### src/rtl/pipe_hazard_ctrl_if.sv
// rtl/pipe_hazard_ctrl_if.sv - ID-stage decode inputs and hazard control outputs
interface pipe_hazard_ctrl_if;
    logic       id_valid;
    logic [4:0] id_rs;
    logic [4:0] id_rt;
    logic       id_use_rs;
    logic       id_use_rt;
    logic       id_wreg;
    logic       id_m2reg;
    logic [4:0] id_rn;
    logic       id_mdu;
    logic       id_btaken;
    logic [1:0] id_adepen;
    logic [1:0] id_bdepen;
    logic       stall;
    logic       bubble;
    logic       flush_ifid;
    logic       mdu_busy;

    modport master (
        output id_valid, id_rs, id_rt, id_use_rs, id_use_rt, id_wreg,
               id_m2reg, id_rn, id_mdu, id_btaken,
        input  id_adepen, id_bdepen, stall, bubble, flush_ifid, mdu_busy
    );

    modport slave (
        input  id_valid, id_rs, id_rt, id_use_rs, id_use_rt, id_wreg,
               id_m2reg, id_rn, id_mdu, id_btaken,
        output id_adepen, id_bdepen, stall, bubble, flush_ifid, mdu_busy
    );
endinterface

### src/rtl/pipe_hazard_ctrl.sv
// rtl/pipe_hazard_ctrl.sv - forwarding, load-use and MDU stall control for the ID/EXE register
module pipe_hazard_ctrl #(
    parameter int unsigned MDU_CYCLES = 4
) (
    input  logic               clk,
    input  logic               clrn,
    pipe_hazard_ctrl_if.slave  hz
);
    typedef enum logic {RUN, MDU_BUSY} state_t;

    localparam logic [3:0] CNT_INIT = 4'(MDU_CYCLES - 2);

    state_t     state;
    logic [3:0] count;

    logic       ex_valid, ex_wreg, ex_m2reg;
    logic [4:0] ex_rn;
    logic       mem_valid, mem_wreg, mem_m2reg;
    logic [4:0] mem_rn;

    logic       ex_a, ex_b, mem_a, mem_b;
    logic       lu, releasing, issue;
    logic       stall_i, bubble_i, flush_i;
    logic [1:0] adepen_i, bdepen_i;

    function automatic logic hit(input logic use_f, input logic v, input logic w,
                                 input logic [4:0] rn, input logic [4:0] src);
        return use_f & v & w & (rn == src) & (src != 5'd0);
    endfunction

    // An EXE hit on a load cannot be forwarded yet; the load-use stall covers it.
    function automatic logic [1:0] sel(input logic exh, input logic exld,
                                       input logic memh, input logic memld);
        if (exh)       return exld ? 2'b00 : 2'b01;
        else if (memh) return memld ? 2'b11 : 2'b10;
        else           return 2'b00;
    endfunction

    always_comb begin
        ex_a     = hit(hz.id_use_rs, ex_valid,  ex_wreg,  ex_rn,  hz.id_rs);
        ex_b     = hit(hz.id_use_rt, ex_valid,  ex_wreg,  ex_rn,  hz.id_rt);
        mem_a    = hit(hz.id_use_rs, mem_valid, mem_wreg, mem_rn, hz.id_rs);
        mem_b    = hit(hz.id_use_rt, mem_valid, mem_wreg, mem_rn, hz.id_rt);
        adepen_i = sel(ex_a, ex_m2reg, mem_a, mem_m2reg);
        bdepen_i = sel(ex_b, ex_m2reg, mem_b, mem_m2reg);
        lu       = hz.id_valid & (ex_a | ex_b) & ex_m2reg;
        // The last MDU_BUSY cycle (count 0) releases the pipe and decodes ID as in RUN.
        releasing = (state == RUN) | (count == 4'd0);
        issue     = releasing & ~lu & hz.id_valid & hz.id_mdu;
        stall_i   = ~releasing | lu | issue;
        bubble_i  = ~releasing | lu;
        flush_i   = releasing & ~lu & ~issue & hz.id_valid & hz.id_btaken;
    end

    assign hz.id_adepen  = clrn ? adepen_i : 2'b00;
    assign hz.id_bdepen  = clrn ? bdepen_i : 2'b00;
    assign hz.stall      = clrn & stall_i;
    assign hz.bubble     = ~clrn | bubble_i;
    assign hz.flush_ifid = ~clrn | flush_i;
    assign hz.mdu_busy   = clrn & ~releasing;

    always_ff @(posedge clk) begin
        if (!clrn) begin
            state     <= RUN;
            count     <= 4'd0;
            ex_valid  <= 1'b0;
            ex_wreg   <= 1'b0;
            ex_m2reg  <= 1'b0;
            ex_rn     <= 5'd0;
            mem_valid <= 1'b0;
            mem_wreg  <= 1'b0;
            mem_m2reg <= 1'b0;
            mem_rn    <= 5'd0;
        end else begin
            mem_valid <= ex_valid;
            mem_wreg  <= ex_wreg;
            mem_m2reg <= ex_m2reg;
            mem_rn    <= ex_rn;
            if (bubble_i) begin
                ex_valid <= 1'b0;
                ex_wreg  <= 1'b0;
                ex_m2reg <= 1'b0;
                ex_rn    <= 5'd0;
            end else begin
                ex_valid <= hz.id_valid;
                ex_wreg  <= hz.id_wreg;
                ex_m2reg <= hz.id_m2reg;
                ex_rn    <= hz.id_rn;
            end
            if (issue) begin
                state <= MDU_BUSY;
                count <= CNT_INIT;
            end else if (state == MDU_BUSY) begin
                if (count != 4'd0) count <= count - 4'd1;
                else               state <= RUN;
            end
        end
    end
endmodule

### src/flat_wrapper.sv
// flat-port wrapper written by rule: the top's interface ports become plain ports
module pipe_hazard_ctrl_flat 
#(
    parameter int unsigned MDU_CYCLES = 4
)
  (clk, clrn, hz_id_valid, hz_id_rs, hz_id_rt, hz_id_use_rs, hz_id_use_rt, hz_id_wreg, hz_id_m2reg, hz_id_rn, hz_id_mdu, hz_id_btaken, hz_id_adepen, hz_id_bdepen, hz_stall, hz_bubble, hz_flush_ifid, hz_mdu_busy);
  pipe_hazard_ctrl_if hz_i ();
  input  logic clk;
  input  logic clrn;
  input wire logic [$bits(hz_i.id_valid)-1:0] hz_id_valid;
  input wire logic [$bits(hz_i.id_rs)-1:0] hz_id_rs;
  input wire logic [$bits(hz_i.id_rt)-1:0] hz_id_rt;
  input wire logic [$bits(hz_i.id_use_rs)-1:0] hz_id_use_rs;
  input wire logic [$bits(hz_i.id_use_rt)-1:0] hz_id_use_rt;
  input wire logic [$bits(hz_i.id_wreg)-1:0] hz_id_wreg;
  input wire logic [$bits(hz_i.id_m2reg)-1:0] hz_id_m2reg;
  input wire logic [$bits(hz_i.id_rn)-1:0] hz_id_rn;
  input wire logic [$bits(hz_i.id_mdu)-1:0] hz_id_mdu;
  input wire logic [$bits(hz_i.id_btaken)-1:0] hz_id_btaken;
  output wire logic [$bits(hz_i.id_adepen)-1:0] hz_id_adepen;
  output wire logic [$bits(hz_i.id_bdepen)-1:0] hz_id_bdepen;
  output wire logic [$bits(hz_i.stall)-1:0] hz_stall;
  output wire logic [$bits(hz_i.bubble)-1:0] hz_bubble;
  output wire logic [$bits(hz_i.flush_ifid)-1:0] hz_flush_ifid;
  output wire logic [$bits(hz_i.mdu_busy)-1:0] hz_mdu_busy;
  assign hz_i.id_valid = hz_id_valid;
  assign hz_i.id_rs = hz_id_rs;
  assign hz_i.id_rt = hz_id_rt;
  assign hz_i.id_use_rs = hz_id_use_rs;
  assign hz_i.id_use_rt = hz_id_use_rt;
  assign hz_i.id_wreg = hz_id_wreg;
  assign hz_i.id_m2reg = hz_id_m2reg;
  assign hz_i.id_rn = hz_id_rn;
  assign hz_i.id_mdu = hz_id_mdu;
  assign hz_i.id_btaken = hz_id_btaken;
  assign hz_id_adepen = hz_i.id_adepen;
  assign hz_id_bdepen = hz_i.id_bdepen;
  assign hz_stall = hz_i.stall;
  assign hz_bubble = hz_i.bubble;
  assign hz_flush_ifid = hz_i.flush_ifid;
  assign hz_mdu_busy = hz_i.mdu_busy;
  pipe_hazard_ctrl #(.MDU_CYCLES(MDU_CYCLES)) u_core (.clk(clk), .clrn(clrn), .hz(hz_i));
endmodule
### config.mk
export PLATFORM = sky130hd
export DESIGN_NAME = pipe_hazard_ctrl_flat
export DESIGN_NICKNAME = d
export VERILOG_FILES = /design/src/rtl/pipe_hazard_ctrl_if.sv /design/src/rtl/pipe_hazard_ctrl.sv /design/src/flat_wrapper.sv
export SDC_FILE = /design/constraint.sdc
export NUM_CORES = 1
export LEC_CHECK = 0
export BUFFER_PORTS_ARGS = -buffer_cell sky130_fd_sc_hd__buf_2
export CELL_PAD_IN_SITES_DETAIL_PLACEMENT = 0
export CELL_PAD_IN_SITES_GLOBAL_PLACEMENT = 1
export CORE_ASPECT_RATIO = 0.7
export CORE_MARGIN = 5
export CORE_UTILIZATION = 37
export DETAILED_ROUTE_END_ITERATION = 6
export PLACE_DENSITY = 0.81
export RECOVER_POWER = 25
export SETUP_SLACK_MARGIN = 0.1
export SYNTH_ARGS = -nofsm -noshare
export SYNTH_HDL_FRONTEND = slang
export SYNTH_SLANG_ARGS = --single-unit
### constraint.sdc
create_clock -name clk -period 1.9 [get_ports clk]
set_input_delay 0.095 -clock clk [delete_from_list [all_inputs] [get_ports clk]]
set_output_delay 0.095 -clock clk [all_outputs]
set_load 0.02 [all_outputs]
* Yosys cells after proc, flatten, opt, wreduce, memory -nomap -nowiden *
Index checks and enable logic that the tools add are counted.

word-level totals
  output and inout bits = 8
  word-level logic and storage cells = 77
  bits in registers = 21

operators by class
  bitwise gates (word level) = 37
  $add $sub $neg = 1
  multiplexer cells = 14
  equality and inequality tests = 4
  reductions and logical operators = 10

operators by type and width
  kind                   number
  $and A1 B1 Y1          26
  $eq A5 B5 Y1           4
  $mux W2                9
  $reduce_bool A5 Y1     2
  $or A1 B1 Y1           6
  $mux W1                5
  $not A1 Y1             5
  $logic_not A4 Y1       1
  $reduce_and A2 Y1      2
  $reduce_bool A2 Y1     2
  $reduce_bool A4 Y1     1
  $reduce_or A2 Y1       2
  $sub A4 B1 Y4 const B  1

* Logic depth before layout (Yosys ltp) *
Gate-level depths: netlist of run 1.

  depth in word-level cells = 16
  mapped depth = 6
  gate-level depth less buffers = 5

* Worst setup path after synthesis of run 1 *
Ideal clock, no wire load.

  path kind = in2out
  start point = input hz_id_rs[1]
  end point = output hz_id_adepen[0]
  slack = -172 ps
  required time = 1805 ps
  stages = 5
  path buffers = 0
  arrival = 1977 ps
  cell sequence = or4_4 -> o21ai_2 -> nor3_2 -> nor4_1 -> a22o_1

on the way
  longest elaborated chain between the ends = 6
  elaborated cells between the ends (all ways) = 10

ends and longest elaborated chain
  item                         RTL line                source
  start: declaration           flat_wrapper.sv:11      input wire logic [$bits(hz_i.id_rs)-1:0] hz_id_rs;
  $eq A5 B5 Y1                 pipe_hazard_ctrl.sv:28  return use_f & v & w & (rn == src) & (src != 5'd0);
  $and A1 B1 Y1 (2 in series)  pipe_hazard_ctrl.sv:28
  $mux W2                      pipe_hazard_ctrl.sv:35  else if (memh) return memld ? 2'b11 : 2'b10;
  $mux W2 (*)                  pipe_hazard_ctrl.sv:34  if (exh) return exld ? 2'b00 : 2'b01;
  $mux W2 (*)                  pipe_hazard_ctrl.sv:55  assign hz.id_adepen = clrn ? adepen_i : 2'b00;
  end: declaration             flat_wrapper.sv:20      output wire logic [$bits(hz_i.id_adepen)-1:0] hz_id_adepen;

Mark *: on every way between the ends. The rest lies on a longest branch, timed or not.

* Worst setup path after layout of run 1 *
  start point = register u_core.ex_rn[1]
  end point = output hz_id_bdepen[0]

on the way
  longest elaborated chain between the ends = 5

ends and longest elaborated chain
  item                         RTL line                source
  start: declaration           pipe_hazard_ctrl.sv:17  logic [4:0] ex_rn;
  start signal: assignment     pipe_hazard_ctrl.sv:88  ex_rn <= hz.id_rn;
  $eq A5 B5 Y1                 pipe_hazard_ctrl.sv:28
  $and A1 B1 Y1 (2 in series)  pipe_hazard_ctrl.sv:28
  $mux W2                      pipe_hazard_ctrl.sv:34
  $mux W2                      pipe_hazard_ctrl.sv:56  assign hz.id_bdepen = clrn ? bdepen_i : 2'b00;
  end: declaration             flat_wrapper.sv:21      output wire logic [$bits(hz_i.id_bdepen)-1:0] hz_id_bdepen;

No other way between the ends.

==> results of run 1 <==
## routing by layer
metal  part of all wire, %  up-vias  routed length (um)
li1                      -      525                   -
met1                    49      464                1377
met2                    42       30                1179
met3                   6.5        6                 180
met4                   1.9        0                  53
met5                     0        -                   0
## layout by cell type (no fill, tap or decap), types with 2 or more instances in the layout
| cell | synthesis | layout |
|---|---|---|
| nor4_4 | 0 | 2 |
| xnor2_2 | 0 | 5 |
| and2_1 | 8 | 6 |
| a22o_1 | 2 | 2 |
| nand2b_1 | 2 | 2 |
| o21ai_4 | 0 | 2 |
| a21oi_1 | 10 | 10 |
| nand3_1 | 10 | 10 |
| o31a_1 | 3 | 3 |
| and2_0 | 0 | 2 |
| buf_6 | 1 | 8 |
| nand4b_1 | 2 | 2 |
| o21ai_0 | 2 | 2 |
| buf_2 | 0 | 24 |
| or4_4 | 2 | 2 |
| nor3_1 | 3 | 3 |
| nor3_4 | 0 | 2 |
| clkbuf_8 | 0 | 3 |
| dfxtp_2 | 0 | 2 |
| nor2_1 | 7 | 7 |
| dfxtp_4 | 0 | 3 |
| buf_4 | 0 | 8 |
| nand4_1 | 4 | 4 |
| xnor2_1 | 20 | 15 |
| nand2_1 | 7 | 6 |
| dfxtp_1 | 21 | 16 |
## flip-flops by register name (all words and copies together) (netlist names)
name	flops
u_core.ex_wreg	1
u_core.mem_m2reg	1
u_core.mem_rn	5
u_core.state	1
u_core.count	4
u_core.mem_wreg	1
u_core.ex_m2reg	1
u_core.mem_valid	1
u_core.ex_rn	5
u_core.ex_valid	1
## final timing paths
kind | end | start | depth (start not counted) | slack (ps)
hold reg to reg | u_core.mem_wreg$_SDFF_PN0_ | u_core.ex_wreg$_SDFF_PP0_ | 1 | 490
setup reg to reg | u_core.count[0]$_SDFFE_PP0P_ | u_core.ex_rn[1]$_SDFF_PP0_ | 6 | 330
setup / recovery | hz_id_bdepen[0] | u_core.ex_rn[1]$_SDFF_PP0_ | 7 | 80
hold / removal | u_core.ex_rn[1]$_SDFF_PP0_ | hz_id_rn[1] | 3 | 80
## cells by family after synthesis
logic type | share of synthesized area, %
AND/OR/NAND/NOR | 26.87
AO/OA/AOI/OAI | 16.44
flip-flops | 38.09
XOR/XNOR | 15.87
buffers and inverters | 2.720
## worst max-delay path, stage by stage, from the launching register on
cell	delay (ps)
dfxtp_4	370
xnor2_2	130
nand4_1	180
nor3_4	280
buf_6	140
nor4_4	40
a22o_1	210
buf_6	130
## final cells by class
type                            count  area [sq um]  area share [%]
Sequential cell                    21         434.2           27.96
Clock buffer                        4         45.04           2.901
Timing Repair Buffer               40         270.3           17.41
Tap cell                           36         45.04           2.901
Inverter                            1         3.754          0.2417
Multi-Input combinational cell     97         754.5           48.59
## power by group through the flow
| stage | Combinational, uW | Sequential (uW) | Clock [uW] |
|---|---|---|---|
| global route | 188 | 486 | 316 |
| floorplan | 93.3 | 485 | 0 |
| global placement | 145 | 492 | 0 |
| finish | 172 | 483 | 275 |
| CTS | 152 | 482 | 284 |
| detailed placement | 149 | 492 | 0 |
## repair_timing
item                       CTS  global route
pin swaps                    2            12
setup endpoints to repair    5             5
buffers inserted             4             2
resized for setup            5            30
## through the flow
stage	std cells	instance area [sq um]	util (%)	hold slack, ps
finish	199	1553	55.01	77.69
global route	199	1553	55.01	71.93
CTS	197	1421	50.35	71.51
detailed placement	189	1330	47.12	347.6
global placement	189	1330	47.12	350.2
floorplan	124	1134	-	239.5
==> impl_metrics.ini, run 1 <==
[routing]
antenna_left = 0
first_iter_violations = 32
routed_wl_mm = 2.790
wl_per_cell_um = 14.02
via_per_inst = 5.151
vias = 1025
dr.pass1.iters = 4
drt_drc_violations_left = 0

[final_layout]
syn_to_final_growth_pct = 40.70
drive_above_1_share_pct = 39.88
n_antenna_cell = 0
nFillCells = 263
fin_nets = 188

[global_routing]
overflow = 0
grt_pass1_vias = 1012
grt_pass1_wl_mm = 4.726
use_met1_pct = 20.80
grt_max_degree = 22
antenna_found_initial = 0
use_met2_pct = 19.85
grt_util_all_layers_pct = 14.33
busiest_layer = met1
met3_usage_pct = 3.791

[clock_network]
cts_buffer_depth = 2
numCtsBuffers = 3
cts_tree = built
htreeDepth = 1
cts-root-buf = clkbuf_8
clkLatencyLatePin_ps = 250
clock_sinks = 21
cts_hold_buf = 0
path_clk_slew_ps = 70

[synth]
synthFlopType = dfxtp_1
synth_top_area_share_pct = 38.10
synth.distinct_cells = 31
synth-seq-area-share_pct = 38.10
synth.ff_latch_count = 21
synth_area_sq_um = 1104
yosysMostFrequentCell = dfxtp_1
syn_area_per_cell_sq_um = 8.900
synth_area_leaders = dfxtp_1 38%, xnor2_1 16%, a21oi_1 4.5%, and2_1 4.5%, nand3_1 4.5%
synthCells = 124
syn_nets = 148
async_flop_share_pct = 0
yosysWarnings = 0
synth_edf_count = 0
ys_top_cells_by_count = 21 x dfxtp_1, 20 x xnor2_1, 10 x a21oi_1, 10 x nand3_1, 8 x and2_1
yosysTopAreaCell = dfxtp_1

[floorplan]
core_region_area_sq_um = 2823
die_h_um = 55.70
num_rows = 16
io_pins = 32
die-area_sq_um = 4192
fp.dieW_um = 75.28
initial_core_util_pct = 39.10

[timing]
hold_viol = 0
final.min_clock_period_ps = 1822
relSlewSlack_pct = 80.09
fin_tns_setup_ps = 0
skew_ps = 3.503
finalSetupViolCount = 0
slew_violations = 0
fin_ws_ps = 78.26
rsz0062_at_grt = yes
max_clock_freq_mhz = 548.9
tightest_slew_ps = 298.0
fin_crit_sh_pct = 95.88

[power_and_ir_drop]
seq_power_share_pct = 51.9
p_switching_uw = 232.9
power_leakage_uw = 0.0006229
swShare_pct = 25.03
p_per_area_nw_per_um2 = 599.2
power_uw = 930.4
p_int_uw = 697.5
p_clk_share_pct = 29.5
vdd_drop_max_mv = 0.3065
combPwrFrac_pct = 18.5

[placement]
gp_congestion = 0.8906
io_buffers = 31
pre_cts_ws_ps = 108.6
hpwl_mm = 2.182

[run]
drv_cap = 0

[setup_path]
start_kind = flip-flop
cp_data_required_time_ps = 1800
path_class = flip-flop to output pin
cp_max_fo = 3
worstPathArrival_ps = 1730
endpoint_kind = output pin

[hold_path]
hold_path.class = input pin to flip-flop

[status]
status = finished, final reports clean
No activity file was read; power rests on OpenSTA's default activity.
==> inputs of run 2 (changes only) <==
--- a/config.mk
+++ b/config.mk
@@ -9,5 +9,5 @@
 export CELL_PAD_IN_SITES_DETAIL_PLACEMENT = 0
 export CELL_PAD_IN_SITES_GLOBAL_PLACEMENT = 1
-export CORE_ASPECT_RATIO = 0.7
+export CORE_ASPECT_RATIO = 2
 export CORE_MARGIN = 5
 export CORE_UTILIZATION = 37
==> constraint.sdc (replaced) <==
create_clock -name clk -period 1.9 [get_ports clk]
set_input_delay 0.38 -clock clk [delete_from_list [all_inputs] [get_ports clk]]
set_output_delay 0.38 -clock clk [all_outputs]
set_load 0.02 [all_outputs]
==> run 2 against run 1 <==
  * Routed wire length increased by 13%
  * Critical path depth unchanged
  * Core utilization increased by 3.8 points
  * Final area increased by 10%
  * Register-to-register slack got worse by 210 ps
  * The flow now finishes with violations (setup timing)
  * Worst setup slack got worse by 450 ps
  * Hold slack improved by 290 ps
  * Combinational power increased by 23%
==> impl_metrics.ini, run 2 (synthesized netlist as in run 1, its figures left out) <==
[routing]
vias = 1120
dr.pass1.iters = 5
routed_wl_mm = 3.165
wl_per_cell_um = 15.29
first_iter_violations = 31
antenna_left = 0
drt_drc_violations_left = 0
via_per_inst = 5.411

[final_layout]
syn_to_final_growth_pct = 54.88
n_antenna_cell = 0
final_cell_mix = 23 x buf_4, 20 x buf_2, 16 x xnor2_1, 16 x dfxtp_1
fin_area_sq_um = 1709
finalNonFillerCells = 207
reg.largest.list = u_core.ex_rn x5, u_core.mem_rn x5, u_core.count x4
multi_input_area_sq_um = 795.8
fin_nets = 202
drive_above_1_share_pct = 48.02
seq_area_sq_um = 426.7
layout_commonest_cell = buf_4
nFillCells = 254

[placement]
gp_congestion = 0.7771
dpl-instance-area_sq_um = 1461
io_buffers = 31
hpwl_mm = 2.397
place_inst = 198

[floorplan]
io_pins = 32
die-area_sq_um = 4241
core_region_area_sq_um = 2908
num_rows = 28
die_h_um = 87.24
fp.dieW_um = 48.62
initial_core_util_pct = 37.95

[clock_network]
clkLatencyLatePin_ps = 250
cts_hold_buf = 0
cts-root-buf = clkbuf_8
cts_buffer_depth = 2
clock_sinks = 21
numCtsBuffers = 3
path_clk_slew_ps = 70
htreeDepth = 1
cts_tree = built

[timing]
fin_ws_ps = -375.3
hold_viol = 0
rsz0062_at_grt = yes
final.min_clock_period_ps = 2275
tightest_slew_ps = 523.5
finalSetupViolCount = 8
fin_crit_sh_pct = 119.8
slew_violations = 0
skew_ps = 1.569
relSlewSlack_pct = 64.78
max_clock_freq_mhz = 439.5

[setup_path]
path_class = input pin to output pin
cp_data_required_time_ps = 1520
start_kind = input pin
worstPathArrival_ps = 1900
cp_max_fo = 4
endpoint_kind = output pin

[status]
status = complete, but fails checks
violations = setup timing

[global_routing]
grt_max_degree = 22
grt_pass1_wl_mm = 5.354
grt_pass1_vias = 1229
antenna_found_initial = 0
grt_util_all_layers_pct = 15.62
overflow = 0

[power_and_ir_drop]
power_leakage_uw = 0.0006989
p_per_area_nw_per_um2 = 570.8
power_uw = 975.5
vdd_drop_max_mv = 0.4779

[run]
drv_cap = 0

[hold_path]
hold_path.class = input pin to flip-flop
run 2: changes by cell type in the layout (fill, tap and decap cells not counted), sizes merged:
| cell | before | now |
|---|---|---|
| buf | 40 | 54 |
run 2: where the power goes:
| group | switching, uW | internal [uW] | total [uW] |
|---|---|---|---|
| combinational | 98.2 | 113 | 211 |
| clock | 135 | 149 | 284 |
| sequential | 18.8 | 462 | 481 |
| total | 252 | 724 | 976 |
run 2: layout make-up:
| class | count | share of cell area [%] |
|---|---|---|
| clock buffer | 4 | 2.635 |
| sequential | 21 | 24.96 |
| multi-input combinational | 97 | 46.56 |
| timing repair buffer | 54 | 23.43 |
| tap | 30 | 2.196 |
| inverter | 1 | 0.2196 |
run 2: repair_timing:
action / 4_1_cts / 5_1_grt
endpoints found under the hold margin: 0 / 0
cloned: 0 / 0
setup buffers: 6 / 0
setup endpoints to repair: 11 / 19
gates resized for setup: 23 / 18
pin swaps: 10 / 9
run 2: worst paths after layout:
| path | startpoint | to | cells past startpoint | slack [ps] |
|---|---|---|---|---|
| setup / recovery | hz_id_rt[0] | hz_stall | 7 | -380 |
| hold / removal | hz_id_m2reg | u_core.ex_m2reg$_SDFF_PP0_ | 3 | 360 |
| setup reg to reg | u_core.ex_rn[2]$_SDFF_PP0_ | u_core.ex_rn[4]$_SDFF_PP0_ | 9 | 120 |
| hold reg to reg | u_core.ex_m2reg$_SDFF_PP0_ | u_core.mem_m2reg$_SDFF_PN0_ | 1 | 500 |
run 2: through the flow:
stage / hold slack [ps] / worst slack, ps / TNS (ps) / utilization [%]
global placement: 489.7 / -395.4 / -2813 / 50.26
detailed placement: 493.9 / -399.8 / -3236 / 50.26
global route: 390.0 / -404.9 / -2421 / 58.78
CTS: 361.9 / -366.4 / -2421 / 56.63
finish: 364.1 / -375.3 / -1870 / 58.78
floorplan: 451.9 / -330.5 / -1257 / -
run 2: per-layer routing:
metal  track usage [%]  part of all wire, %  routed length [um]
met2             32.26                   60                1905
met4             4.657                  1.7                  54
met1             15.01                   34                1064
met3             2.401                  4.4                 140
met5                 0                    0                   0
run 2: worst max-delay path: stages:
cell     delay (ps)
buf_6            90
or4_4           540
o21ai_4         170
nor3_4           80
o21a_4          240
o31a_1          250
buf_6           130
